$ cat src/rtl/firroot_feeder.sv
// firroot_feeder: loads seven FIR coefficients from a byte-wide host stream, then buffers
// NUM_SAMPLES data bytes through a small FIFO and emits them to the filter at one sample
// per RATE clocks.
//
// Optional feature (macro FIRROOT_FEEDER_ZERO_FLUSH_EN): after the last sample, emit six
// 0x00 samples on successive pace ticks so the filter pipeline drains before Done.
//
// Ports:
//   Clk             single rising-edge clock
//   Rst             synchronous active-high reset
//   Start           run request, honoured only in IDLE
//   In_valid/In_data/In_ready  host byte handshake (coefficients, then samples)
//   B0..B6          coefficient registers, held between runs
//   Data_i/Data_vld sample to the filter, Data_vld high for one cycle per new sample
//   Busy            high whenever the FSM is not IDLE
//   Done            one-cycle end-of-run pulse
module firroot_feeder #(
    parameter int unsigned NUM_SAMPLES = 20,
    parameter int unsigned RATE        = 1,
    parameter int unsigned DEPTH       = 4
) (
    input  logic       Clk,
    input  logic       Rst,
    input  logic       Start,
    input  logic       In_valid,
    input  logic [7:0] In_data,
    output logic       In_ready,
    output logic [7:0] B0,
    output logic [7:0] B1,
    output logic [7:0] B2,
    output logic [7:0] B3,
    output logic [7:0] B4,
    output logic [7:0] B5,
    output logic [7:0] B6,
    output logic [7:0] Data_i,
    output logic       Data_vld,
    output logic       Busy,
    output logic       Done
);

    localparam int unsigned PtrW  = $clog2(DEPTH);
    localparam int unsigned PaceW = (RATE > 1) ? $clog2(RATE) : 1;

    localparam logic [PtrW:0]    FullCnt  = (PtrW + 1)'(DEPTH);
    localparam logic [PaceW-1:0] LastPace = PaceW'(RATE - 1);
    localparam logic [7:0]       NumSamp  = 8'(NUM_SAMPLES);
    localparam logic [7:0]       LastSamp = 8'(NUM_SAMPLES - 1);

    typedef enum logic [2:0] {
        StIdle,
        StLoadCoef,
        StStream,
`ifdef FIRROOT_FEEDER_ZERO_FLUSH_EN
        StFlush,
`endif
        StDone
    } state_t;

    state_t          state_q;
    logic [7:0]      mem_q [DEPTH];
    logic [PtrW-1:0] wr_ptr_q;
    logic [PtrW-1:0] rd_ptr_q;
    logic [PtrW:0]   count_q;
    logic [2:0]      coef_cnt_q;
    logic [7:0]      acc_cnt_q;
    logic [7:0]      pop_cnt_q;
    logic [PaceW-1:0] pace_q;
`ifdef FIRROOT_FEEDER_ZERO_FLUSH_EN
    logic [2:0]      flush_cnt_q;
`endif

    logic fifo_full;
    logic fifo_empty;
    logic tick;
    logic push;
    logic pop;

    // In_ready depends only on registered state, so a full FIFO refuses a push even when
    // a pop happens on the same edge.
    always_comb begin
        fifo_full  = (count_q == FullCnt);
        fifo_empty = (count_q == '0);
        tick       = (pace_q == LastPace);
        In_ready   = 1'b0;
        if (state_q == StLoadCoef) begin
            In_ready = 1'b1;
        end else if (state_q == StStream) begin
            In_ready = !fifo_full && (acc_cnt_q < NumSamp);
        end
        push = In_valid && In_ready && (state_q == StStream);
        pop  = (state_q == StStream) && tick && !fifo_empty;
    end

    assign Busy = (state_q != StIdle);
    assign Done = (state_q == StDone);

    always_ff @(posedge Clk) begin
        if (Rst) begin
            state_q    <= StIdle;
            for (int i = 0; i < DEPTH; i++) begin
                mem_q[i] <= '0;
            end
            wr_ptr_q   <= '0;
            rd_ptr_q   <= '0;
            count_q    <= '0;
            coef_cnt_q <= '0;
            acc_cnt_q  <= '0;
            pop_cnt_q  <= '0;
            pace_q     <= '0;
            B0         <= '0;
            B1         <= '0;
            B2         <= '0;
            B3         <= '0;
            B4         <= '0;
            B5         <= '0;
            B6         <= '0;
            Data_i     <= '0;
            Data_vld   <= 1'b0;
`ifdef FIRROOT_FEEDER_ZERO_FLUSH_EN
            flush_cnt_q <= '0;
`endif
        end else begin
            Data_vld <= 1'b0;

            if (push) begin
                mem_q[wr_ptr_q] <= In_data;
                wr_ptr_q        <= wr_ptr_q + PtrW'(1);
                acc_cnt_q       <= acc_cnt_q + 8'd1;
            end
            if (pop) begin
                Data_i    <= mem_q[rd_ptr_q];
                Data_vld  <= 1'b1;
                rd_ptr_q  <= rd_ptr_q + PtrW'(1);
                pop_cnt_q <= pop_cnt_q + 8'd1;
            end
            if (push && !pop) begin
                count_q <= count_q + 1'b1;
            end else if (!push && pop) begin
                count_q <= count_q - 1'b1;
            end

            // Free-running wrap; the STREAM entry below restarts it from zero.
            pace_q <= tick ? '0 : pace_q + PaceW'(1);

            case (state_q)
                StIdle: begin
                    if (Start) begin
                        state_q    <= StLoadCoef;
                        coef_cnt_q <= '0;
                        acc_cnt_q  <= '0;
                        pop_cnt_q  <= '0;
                    end
                end
                StLoadCoef: begin
                    if (In_valid) begin
                        case (coef_cnt_q)
                            3'd0:    B0 <= In_data;
                            3'd1:    B1 <= In_data;
                            3'd2:    B2 <= In_data;
                            3'd3:    B3 <= In_data;
                            3'd4:    B4 <= In_data;
                            3'd5:    B5 <= In_data;
                            default: B6 <= In_data;
                        endcase
                        coef_cnt_q <= coef_cnt_q + 3'd1;
                        if (coef_cnt_q == 3'd6) begin
                            state_q <= StStream;
                            pace_q  <= '0;
                        end
                    end
                end
                StStream: begin
                    if (pop && (pop_cnt_q == LastSamp)) begin
`ifdef FIRROOT_FEEDER_ZERO_FLUSH_EN
                        state_q     <= StFlush;
                        flush_cnt_q <= '0;
`else
                        state_q <= StDone;
`endif
                    end
                end
`ifdef FIRROOT_FEEDER_ZERO_FLUSH_EN
                StFlush: begin
                    if (tick) begin
                        Data_i      <= 8'h00;
                        Data_vld    <= 1'b1;
                        flush_cnt_q <= flush_cnt_q + 3'd1;
                        if (flush_cnt_q == 3'd5) begin
                            state_q <= StDone;
                        end
                    end
                end
`endif
                StDone: begin
                    state_q <= StIdle;
                end
                default: begin
                    state_q <= StIdle;
                end
            endcase
        end
    end

endmodule

$ cat config.mk
export PLATFORM = sky130hd
export DESIGN_NAME = firroot_feeder
export DESIGN_NICKNAME = d
export VERILOG_FILES = /design/src/rtl/firroot_feeder.sv
export SDC_FILE = /design/constraint.sdc
export NUM_CORES = 1
export LEC_CHECK = 0
export CORE_MARGIN = 2
export CORE_UTILIZATION = 54
export CTS_CLUSTER_SIZE = 10
export DETAILED_ROUTE_END_ITERATION = 16
export PLACE_DENSITY = 0.79
export SLEW_MARGIN = 15
export SYNTH_ARGS = -nofsm -noshare
export SYNTH_HDL_FRONTEND = slang
export SYNTH_SLANG_ARGS = --single-unit
$ cat constraint.sdc
create_clock -name Clk -period 3.2 [get_ports Clk]
set_input_delay 0.96 -clock Clk [delete_from_list [all_inputs] [get_ports Clk]]
set_output_delay 0.96 -clock Clk [all_outputs]
set_load 0.005 [all_outputs]
Yosys cells after proc, flatten, opt, wreduce, memory -nomap -nowiden
Memories as Yosys holds them, arrays and structs flattened. A register that Yosys moved wholly into a read port is not among the register bits.
Cells that the tools add are included.
- register bits after elaboration: 87
- memory bits (writable): 32
- output and inout port bits: 68
- logic and storage cells: 103
- memories kept: 1
- memory list (name ; depth ; width ; read ports ; clocked after Yosys merged registers in ; wr ports ; line ; text):
    mem_q ; 4 ; 8 ; 1 ; 1 ; 4 ; 60 ; logic [7:0] mem_q [DEPTH];
- add/subtract/negate cells: 8
- order comparisons: 1
- equal/unequal tests: 15
- muxes and demuxes: 31
- bitwise gates (word level): 2
- reductions and logical operators: 29
- operators by type and width (cell ; number):
    8-bit 2-to-1 mux ; 7
    3-bit 2-to-1 mux ; 8
    3-bit AND reduction ; 8
    8-bit by 1-bit adder with 8-bit output (second input constant) ; 2
    1-bit 2-to-1 mux ; 13
    3-bit by 2-bit equality test with 1-bit output (second input constant) ; 4
    3-bit equality test (second input constant) ; 4
    3-bit zero test ; 3
    3-bit case mux with 3 select lines ; 1
    8-bit by 5-bit equality test with 1-bit output (second input constant) ; 1
    1-bit logical AND ; 8
    8-bit by 5-bit < comparator with 1-bit output (second input constant) ; 1
    8-bit OR reduction ; 1
    3-bit by 1-bit adder with 3-bit output (second input constant) ; 2
    3-bit by 1-bit equality test with 1-bit output (second input constant) ; 2
    3-bit case mux with 2 select lines ; 1
    6-bit OR reduction ; 1
    2-bit by 1-bit adder with 2-bit output (second input constant) ; 2
    1-bit zero test ; 4
    2-bit by 1-bit != test with 1-bit output (second input constant) ; 2
    2-bit != test (second input constant) ; 2
    4-bit AND reduction ; 1
    2-bit nonzero test ; 2
    3-bit nonzero test ; 1
    4 further kinds ; 5

Longest topological paths before layout
- depth in word-level cells: 12
- mapped depth: 11
- depth with buffers taken out: 10

Worst setup path after synthesis
No wires, ideal clock.
- kind: input to register
- start point: in In_valid
- end point: reg count_q[1]
- library setup time: 0.070 ns
- data arrival time: 2.294 ns
- data required time: 3.130 ns
- slack: 0.836 ns
- stages: 6
- path buffers: 1
- cell sequence: clkbuf_1 > nand2_1 > nor2_1 > ha_1 > or3_1 > a21oi_1
- cells in the longest elaborated chain, start to end: 5
- RTL lines (element ; line ; text):
    from (decl) ; 25 ; input logic In_valid,
    1-bit logical AND (*) (2 in a row) ; 90 ; push = In_valid && In_ready && (state_q == StStream);
    1-bit zero test ; 138 ; end else if (!push && pop) begin
    1-bit logical AND ; 138 ;
    2-bit nonzero test (no line) ; - ;
    to (signal assigned) ; 137 ; count_q <= count_q + 1'b1;
    to (signal assigned) ; 139 ; count_q <= count_q - 1'b1;
    to (decl) ; 63 ; logic [PtrW:0] count_q;
Mark *: on every way between the ends. The rest lies on a longest branch, timed or not.
A chain may end at the register's enable or synchronous reset.

Final worst setup path
- start point: reg state_q[0]
- end point: out In_ready
- cells in the longest elaborated chain, start to end: 3
- RTL lines (element ; line ; text):
    from (decl) ; 59 ; state_t state_q;
    from (signal assigned) ; 99 ; state_q <= StIdle;
    from (signal assigned) ; 148 ; state_q <= StLoadCoef;
    from (signal assigned) ; 167 ; state_q <= StStream;
    3-bit by 2-bit equality test with 1-bit output ; 87 ; end else if (state_q == StStream) begin
    1-bit 2-to-1 mux ; 87 ;
    1-bit 2-to-1 mux (*) ; 85 ; if (state_q == StLoadCoef) begin
    to (decl) ; 27 ; output logic In_ready,
Marked as above.

==> results.md <==
* Maximum number of pins on one net before global-route repair at 51
* Most common cell after layout, fill and taps aside: nand2_1
* Drt pass-1 iters at 5
* Share of cells above drive strength 1 at 9.733%
* IO Port Bufs at 79
* Die Y at 102.8 µm
* DRC violation total after the first TritonRoute iteration at 203
* HP Class: flip-flop to flip-flop
* Drt total wl at 13.06 mm
* Final Max Tran Viols at 0
* Vias in the first global route at 4,077
* Post-Route Skew at 0.008223 ns
* Element type at the critical path end: output pin
* Die area at 10,570 µm²
* End of the worst hold path: Data_i[7]
* Overall routing resource usage at 25.60%
* GRT met2 Usage at 44.29%
* Worst-Skew Late Latency at 0.52 ns
* Synth Net Count at 577
* Grt total ovfl at 0
* Inst Count DP at 738
* Grt met3 use at 7.390%
* Placed instance area at 6150 µm²
* Post-route minimum period at 3.071 ns
* Worst r2r src: coef_cnt_q[2]
* Core ar. at 9639 µm²
* CTS HTree Levels at 4
* Routability cong. at 0.8600
* Worst Max-Slew Pin Slew at 0.6584 ns
* Final Hold Fails at 0
* Synth cell types at 46
* Slew margin rel. at 56.05%
* Vias post-DR at 4,234
* GRT busiest layer: met2
* Hold Path Cell Cnt at 2
* Longest Clk Path Bufs at 2
* Total CTS buffers at 17
* Layout net count at 649
* Share of flip-flops with an asynchronous set or reset at 0%
* Initial antenna violation count at 0
* Antenna diodes at 0
* Synthesis Warnings at 0
* CP Data Arrival Time at 2.11 ns
* Most frequent cells in the layout: 121 x nand2_1, 91 x dfxtp_1, 78 x clkdlybuf4s50_1, 67 x a21oi_1, 38 x and2_1
* Syn Area/Cell at 9.547 µm²
* Synth area leaders: dfxtp_1 35%, edfxtp_1 18%, nand2_1 8.6%
* First-pass GRT wire length at 20.32 mm
* Synth top area share at 35.33%
* Worst reg2reg path depth at 6
* R2R setup slack at 0.79 ns
* Post-synth EDFFs at 32
* Met1 usage in global routing at 30.11%
* Max VDD drop at 0.4416 mV
* IO Pins at 80
* Ys flop type: dfxtp_1
* Max_cap viols at 0
* RR Endpoint: B6[4]
* Lkg Pwr at 0.002349 µW
* Synthesized area at 5270 µm²
* Max FO, Critical Path at 7
* Seq cells post-synth at 125
* Pwr per Cell Area at 621.6 nW/µm²
* RSZ-0062 raised after global routing: false
* Worst path required time at 2.24 ns
* Hold-fix buffers at CTS at 0
* Mapped Cells at 552
* Hold Startpoint: Data_i[7]
* Rows at 36
* Clk pin slew, worst setup/hold paths at 0.06 ns
* Sequential fraction of the synthesis area at 53.56%
* Die Wd at 102.8 µm
* Layout area overhead at 28.54%
* Crit Path Class: flip-flop to output pin
* Leading area contributor after synthesis: dfxtp_1
* Pwr Total at 4211 µW
* Design area at 6774 µm²
* # DRC at 0
* DPL Wire Length at 8.527 mm
* Final std cells w/o fill at 770
* Outcome: finished, final reports clean
* Initial core utilization at 54.67%
* Crit start category: flip-flop
* Final setup violation count at 0
* Setup TNS at 0 ns
* ANT nets after route at 0
* CTS tree: yes
* F_max at 325.7 MHz
* Final Cycle Share at 95.96%
* # clock sinks at 125
* Root Driver: clkbuf_8
* Drt wl/cell at 16.96 µm
* Vias per cell at 5.499
-- through the flow --
stage	hold slack, ns	utilization, %	setup slack, ns
3_3_place_gp	0.4409	63.80	0.4563
2_1_floorplan	0.4417	-	0.8362
6_report	0.4535	70.28	0.1292
4_1_cts	0.4557	70.25	0.03003
5_1_grt	0.4665	70.28	0.006121
3_5_place_dp	0.4471	63.80	0.4261
-- sequential cells by signal, indices dropped and copies added, names as in the netlist --
| signal | cells |
|---|---|
| Data_vld | 1 |
| B5 | 8 |
| B4 | 8 |
| B3 | 8 |
| state_q | 2 |
| acc_cnt_q | 8 |
| Data_i | 8 |
| coef_cnt_q | 3 |
| B0 | 8 |
| pop_cnt_q | 8 |
| rd_ptr_q | 2 |
| mem_q | 32 |
| B2 | 8 |
| B6 | 8 |
| B1 | 8 |
| count_q | 3 |
| wr_ptr_q | 2 |
-- cells by family (layout without fill, tap and decap cells) --
| group | count (synthesis) | in the layout | synth area share, % |
|---|---|---|---|
| adder cells (fa/ha/maj) | 13 | 13 | 3.086 |
| flip-flops | 125 | 125 | 53.56 |
| buffers and inverters | 46 | 131 | 3.371 |
| AND/OR/NAND/NOR | 242 | 242 | 22.20 |
| XOR/XNOR | 14 | 14 | 2.327 |
| multiplexers | 16 | 16 | 4.938 |
| AO/OA/AOI/OAI | 96 | 96 | 10.52 |
-- power breakdown --
part	internal, µW	total (µW)	switching [µW]	leakage (µW)
Combinational	218	558	340	0.000968
Clock	1190	1930	748	0.000300
Sequential	1680	1720	43.8	0.00108
-- area by class of cell --
type                            count  area [µm²]
Timing Repair Buffer               87       845.8
Clock inverter                     12       120.1
Tap cell                          133       166.4
Sequential cell                   125        2825
Clock buffer                       20       489.2
Inverter                           12       45.04
Fill cell                         731        2865
Multi-Input combinational cell    381        2282
-- critical path: stages (launching register included) --
cell             delay, ns
dfxtp_2               0.35
inv_2                 0.08
ha_4                  0.19
nor4b_4               0.25
a31oi_4               0.12
inv_2                 0.10
clkdlybuf4s50_1       0.50
-- cells in the mapped netlist, types with 2 or more instances --
master and number:
or3_1 5, nor3_1 2, o21ai_1 2, mux2i_1 8
ha_1 13, buf_1 3, inv_1 11, a21o_1 2
clkbuf_1 27, a21oi_1 67, nand2_1 121, and4_1 2
nor2_1 30, nand3_1 16, xnor2_1 5, buf_2 4
and2_1 38, dfxtp_1 93, mux4_2 8, a31o_1 3
edfxtp_1 32, or4_1 4, nand2b_1 4, o21ai_0 12
nand4_1 5, nor4_2 3, xor2_1 9, and3_1 5
-- layer usage --
metal  part of all wire, %  wire, µm
met5                     0         0
met1                    40      5224
met4                   1.9       254
met2                    51      6697
met3                   6.7       881
-- worst max path at each step --
stage	startpoint	endpoint	slack [ns]	cells past startpoint
finish	state_q[0]	In_ready	0.13	6
global placement	state_q[0]	In_ready	0.46	6
global route	state_q[0]	In_ready	0.006	6
CTS	state_q[0]	In_ready	0.03	6
floorplan	In_valid	count_q[1]	0.84	6
detailed placement	In_valid	B4[7]	0.43	6
-- repair_timing --
item                                    in CTS  in global routing
gates resized for setup                      2                  3
setup buffers                                0                  0
gates cloned                                 0                  0
endpoints found under the setup margin       1                  1
Note: power is estimated with default switching activity, not from simulation.
